[config.mk]
export PLATFORM = sky130hd
export DESIGN_NAME = lsq_issue_queue
export DESIGN_NICKNAME = d
export VERILOG_FILES = /design/src/rtl/lsq_issue_queue.sv
export SDC_FILE = /design/constraint.sdc
export NUM_CORES = 1
export LEC_CHECK = 0
export CAP_MARGIN = 20
export CORE_ASPECT_RATIO = 0.9
export CORE_MARGIN = 8
export CORE_UTILIZATION = 50
export DETAILED_ROUTE_END_ITERATION = 8
export HOLD_SLACK_MARGIN = 0.12
export PLACE_DENSITY = 0.7
export SETUP_SLACK_MARGIN = 0.1
export SYNTH_ARGS = -nofsm -noshare
export SYNTH_HDL_FRONTEND = slang
export SYNTH_SLANG_ARGS = --single-unit
[constraint.sdc]
create_clock -name clk -period 10.5 [get_ports clk]
set_clock_uncertainty 0.2 [all_clocks]
set_input_delay 1.575 -clock clk [delete_from_list [all_inputs] [get_ports clk]]
set_output_delay 1.575 -clock clk [all_outputs]
set_load 0.005 [all_outputs]
[src/rtl/lsq_issue_queue.sv]
// In-order load/store issue queue feeding the L1 data cache request port.
// One op in flight at a time; load misses are retried after a fixed back-off.
module lsq_issue_queue #(
  parameter int DEPTH     = 8,
  parameter int TAG_W     = 6,
  parameter int MISS_WAIT = 4,
  parameter int MAX_RETRY = 3
) (
  input  logic             clk,
  input  logic             rstn,
  input  logic             flush,
  input  logic             enq_valid,
  output logic             enq_ready,
  input  logic             enq_is_store,
  input  logic             enq_size,
  input  logic [31:0]      enq_addr,
  input  logic [31:0]      enq_data,
  input  logic [31:0]      enq_pc,
  input  logic [TAG_W-1:0] enq_tag,
  output logic [31:0]      PC_out,
  output logic [31:0]      address_out,
  output logic [31:0]      data_sw,
  output logic             memRead,
  output logic             memWrite,
  output logic             storeSize,
  output logic             fromLSQ,
  input  logic [31:0]      lw_data,
  input  logic             cacheMiss,
  output logic             ld_done_valid,
  output logic [TAG_W-1:0] ld_done_tag,
  output logic [31:0]      ld_done_data,
  output logic             ld_done_miss,
  output logic             st_done_valid,
  output logic [TAG_W-1:0] st_done_tag,
  output logic [1:0]       dbg_state
);

  // Handshake: an op transfers on a rising edge where enq_valid && enq_ready;
  // enq_ready depends only on occupancy, flush and reset, never on enq_valid.

  localparam int PW = $clog2(DEPTH);
  localparam int CW = PW + 1;
  localparam int RW = $clog2(MAX_RETRY + 1);
  localparam int BW = $clog2(MISS_WAIT + 1);

  localparam logic [1:0] S_IDLE    = 2'd0;
  localparam logic [1:0] S_REQ     = 2'd1;
  localparam logic [1:0] S_RESP    = 2'd2;
  localparam logic [1:0] S_BACKOFF = 2'd3;

  localparam logic [CW-1:0] FULL       = CW'(DEPTH);
  localparam logic [RW-1:0] RETRY_LAST = RW'(MAX_RETRY - 1);
  localparam logic [BW-1:0] WAIT_INIT  = BW'(MISS_WAIT);

  logic             q_is_store [DEPTH];
  logic             q_size     [DEPTH];
  logic [31:0]      q_addr     [DEPTH];
  logic [31:0]      q_data     [DEPTH];
  logic [31:0]      q_pc       [DEPTH];
  logic [TAG_W-1:0] q_tag      [DEPTH];

  logic [PW-1:0] head, tail;
  logic [CW-1:0] count;
  logic [1:0]    state;
  logic [RW-1:0] retry_cnt;
  logic [BW-1:0] bo_cnt;

  logic push, pop, issue;
  logic h_is_store;

  assign enq_ready  = !rstn && !flush && (count != FULL);
  assign push       = enq_valid && enq_ready;
  assign h_is_store = q_is_store[head];
  assign dbg_state  = state;

  // A load pops on a hit or on its final allowed miss; a store always pops.
  assign pop   = !flush && (state == S_RESP) &&
                 (h_is_store || !cacheMiss || (retry_cnt == RETRY_LAST));
  assign issue = !flush && (((state == S_IDLE) && (count != '0)) ||
                            ((state == S_BACKOFF) && (bo_cnt == BW'(1))));

  always_ff @(posedge clk) begin
    if (push) begin
      q_is_store[tail] <= enq_is_store;
      q_size[tail]     <= enq_size;
      q_addr[tail]     <= enq_addr;
      q_data[tail]     <= enq_data;
      q_pc[tail]       <= enq_pc;
      q_tag[tail]      <= enq_tag;
    end
  end

  always_ff @(posedge clk or posedge rstn) begin
    if (rstn) begin
      head          <= '0;
      tail          <= '0;
      count         <= '0;
      state         <= S_IDLE;
      retry_cnt     <= '0;
      bo_cnt        <= '0;
      PC_out        <= '0;
      address_out   <= '0;
      data_sw       <= '0;
      memRead       <= 1'b0;
      memWrite      <= 1'b0;
      storeSize     <= 1'b0;
      fromLSQ       <= 1'b0;
      ld_done_valid <= 1'b0;
      ld_done_tag   <= '0;
      ld_done_data  <= '0;
      ld_done_miss  <= 1'b0;
      st_done_valid <= 1'b0;
      st_done_tag   <= '0;
    end else begin
      memRead       <= 1'b0;
      memWrite      <= 1'b0;
      ld_done_valid <= 1'b0;
      st_done_valid <= 1'b0;
      fromLSQ       <= flush;
      if (flush) begin
        head      <= '0;
        tail      <= '0;
        count     <= '0;
        state     <= S_IDLE;
        retry_cnt <= '0;
        bo_cnt    <= '0;
      end else begin
        if (push) tail <= tail + PW'(1);
        if (pop)  head <= head + PW'(1);
        count <= count + CW'(push) - CW'(pop);

        if (issue) begin
          memRead     <= !h_is_store;
          memWrite    <= h_is_store;
          address_out <= q_addr[head];
          data_sw     <= q_data[head];
          PC_out      <= q_pc[head];
          storeSize   <= q_size[head];
        end

        case (state)
          S_IDLE:  if (issue) state <= S_REQ;
          S_REQ:   state <= S_RESP;
          S_RESP: begin
            if (h_is_store) begin
              st_done_valid <= 1'b1;
              st_done_tag   <= q_tag[head];
              retry_cnt     <= '0;
              state         <= S_IDLE;
            end else if (!cacheMiss || (retry_cnt == RETRY_LAST)) begin
              ld_done_valid <= 1'b1;
              ld_done_tag   <= q_tag[head];
              ld_done_data  <= cacheMiss ? 32'd0 : lw_data;
              ld_done_miss  <= cacheMiss;
              retry_cnt     <= '0;
              state         <= S_IDLE;
            end else begin
              retry_cnt <= retry_cnt + RW'(1);
              bo_cnt    <= WAIT_INIT;
              state     <= S_BACKOFF;
            end
          end
          S_BACKOFF: begin
            if (issue) state <= S_REQ;
            else       bo_cnt <= bo_cnt - BW'(1);
          end
          default: state <= S_IDLE;
        endcase
      end
    end
  end

endmodule

==> impl_results.md <==
* GR Overflow Total at 0
* Worst Tran Pin Value at 1.09 ns
* Hold-fix buffers, CTS at 0
* Final setup vio count at 0
* Cell with the most instances after synthesis: edfxtp_1
* Clock Tree Root: clkbuf_16
* Crit. End Element: output pin
* Worst vdd ir at 0.156 mV
* Max_slew headroom at 0.273
* Core area at 74,400 um2
* # IOs at 291
* Layout area overhead at 19.5%
* Buffers on Ports at 290
* Iter 0 DRT Violations at 1,289
* Worst-path fanout max at 26
* Pleak at 0.0144 uW
* First-pass detailed-route iteration total at 5
* Layout cells sized above 1 at 0.180
* Vias in the first global route at 19.3k
* Via count at 18.1k
* FF+latch area at 29,100 um2
* Setup_tns at 0 ns
* Unrepaired setup endpoints after global routing: no
* Fin. max-slew vios at 0
* Number of flops mapped to enable cells by yosys at 832
* Dpl ws at 4.64 ns
* Die width at 304 um
* Crit Path Category: input pin to output pin
* Required @ worst endpoint at 8.73 ns
* DRC violations left at 0
* Crit path launch type: input pin
* Netlist Area Pre-Place at 37,500 um2
* Asr flop ratio synth at 0.165
* Top-area cell type share of the netlist area at 0.667
* Distinct cell type count after synthesis at 41
* Max Buffers Root-to-Sink at 3
* Final setup margin at 5.30 ns
* Final nets at 2,311
* Initial antenna violation count at 11
* Fin crit share at 0.496
* Final Cell Area at 44,700 um2
* Global placement routability congestion at 0.735
* Max_cap viols at 0
* Htree depth at 3
* Largest net degree at the start of global routing at 196
* Pwr dens at 225 nW/um2
* Syn avg cell area at 20.5 um2
* CTS resizes at 0
* DR vias/cell at 5.62
* Ys flop type: edfxtp_1
* CTS tree: done
* CTS Sinks at 996
* Multi-input logic area at 7980 um2
* Per-cell routed wire length at 24.4 um
* Post-Route WL at 78,400 um
* Syn_nets at 1,988
* Initial core utilization at 0.503
* Final Hold Vio Count at 0
* Die height at 276 um
* Fmax at 192 MHz
* Routed Antenna Nets at 0
* First-pass GRT wire length at 119,000 um
* Fillcell total at 5,264
* Post-layout min period at 5.20 ns
* Area contributors post-synth: edfxtp_1, mux4_2, dfrtp_1, mux2i_1, a21oi_1
* Rows at 95
* Cells after synthesis at 1,831
* Clk pin slew, worst setup/hold paths at 0.06 ns
* Area leader, netlist: edfxtp_1
* Post-CTS setup buffer count at 0
* Worst-Skew Late Latency at 0.66 ns
* Status: complete, no violations
* GRT Overall Usage at 0.186
* Placed Area at 41,500 um2
* Yosys warning count at 0
* TritonCTS Buffers at 98
* Die Area at 83,900 um2
* #FFs+latches synth at 996
* Most frequent cells after synthesis: edfxtp_1, mux4_2, dfrtp_1
* Worst endpoint data arrival time at 3.43 ns
* DP HPWL at 44,200 um
* Sequential area share after synthesis at 0.777
* Worst min-delay path category: flip-flop to flip-flop
cells in the final DEF (no fill, tap or decap), types with 3 or more instances in the layout:
cell             synthesis  routed
clkinv_1                 0       8
ha_1                    15      15
clkinv_2                 0      10
dfrtp_4                  0       3
mux2i_1                 99      99
nor2_4                   0       7
clkbuf_8                 0       8
nand3_1                  3       3
bufinv_16                0       8
mux4_2                 207     207
clkinvlp_4               0       4
clkdlybuf4s50_1          0     290
dfrtp_1                164     161
buf_12                   0       3
xor2_1                   3       3
nand2_1                 59      59
edfxtp_1               832     832
a211oi_1                 3       3
nand2b_1                36      36
mux2_2                  11      11
diode_2                  0       5
buf_4                    0      24
o21ai_0                 33      33
inv_1                   17      16
clkbuf_1                58      41
a21oi_1                104     104
nor2_1                 116     109
clkbuf_16                0      99
mux2_4                   6       6
a21o_1                   3       3
power breakdown:
group          total (uW)  switching [uW]  leakage [uW]  internal [uW]
logic                1790             788       0.00346           1010
registers            4800             197       0.00944           4610
clock network        3470            1450       0.00155           2020
registers in the layout, indices dropped and copies added, names as in the netlist, 2 cells and up:
register / count
st_done_tag: 6
ld_done_data: 32
ld_done_tag: 6
q_pc: 256
q_size: 8
count: 4
q_tag: 48
head: 3
bo_cnt: 3
address_out: 32
q_data: 256
q_is_store: 8
q_addr: 256
tail: 3
data_sw: 32
retry_cnt: 2
PC_out: 32
dbg_state: 2
worst max-delay path: stages:
cell and delay, ns:
clkdlybuf4s50_1 0.40, buf_4 0.22, a211oi_1 0.59, clkdlybuf4s50_1 0.64
stage by stage:
step / std cells / utilization / power (uW) / hold slack (ns)
after floorplan: 1831 / - / 5780 / 0.233
after global placement: 3024 / 0.558 / 6670 / 0.249
after detailed placement: 3024 / 0.558 / 6720 / 0.254
after CTS: 3209 / 0.601 / 10200 / 0.266
after global routing: 3210 / 0.601 / 10500 / 0.279
final: 3214 / 0.601 / 10100 / 0.265
logic make-up (layout without fill, tap and decap cells):
family                   after synthesis  count (layout)  synth area share
flip-flops                           996             996             0.777
AND/OR/NAND/NOR                      229             229            0.0266
buffers and inverters                111             519            0.0122
other                                  0               5                 0
AO/OA/AOI/OAI                        151             151            0.0213
XOR/XNOR                               5               5           0.00117
adder cells (fa/ha/maj)               16              16           0.00555
multiplexers                         323             323             0.157
per-layer routing:
| layer | track usage | share of wire | routed length (um) |
|---|---|---|---|
| met2 | 0.315 | 0.50 | 39100 |
| met5 | 0 | 0.0011 | 87 |
| met4 | 0.0431 | 0.018 | 1390 |
| met1 | 0.244 | 0.42 | 33200 |
| met3 | 0.0455 | 0.058 | 4580 |
path summary, 6_finish.rpt:
path / depth (start not counted) / from / slack (ns) / endpoint
max: 4 / flush / 5.30 / enq_ready
min reg2reg: 1 / retry_cnt[0]$_DFFE_PP0P_ / 0.27 / retry_cnt[0]$_DFFE_PP0P_
min: 1 / retry_cnt[0]$_DFFE_PP0P_ / 0.27 / retry_cnt[0]$_DFFE_PP0P_
max reg2reg: 11 / head[0]$_DFFE_PP0P_ / 6.12 / count[2]$_DFF_PP0_
min in group asynchronous: 2 / rstn / 1.33 / memWrite$_DFF_PP0_
max in group asynchronous: 3 / rstn / 7.39 / ld_done_data[3]$_DFFE_PP0P_
layout make-up:
class	count	share of cell area
multi-input combinational	724	0.178
clock inverter	37	0.0108
sequential	996	0.650
timing repair buffer	317	0.0702
inverter	17	0.00159
antenna	5	0.000280
tap	970	0.0271
clock buffer	148	0.0613
(Power assumes the default switching activity.)
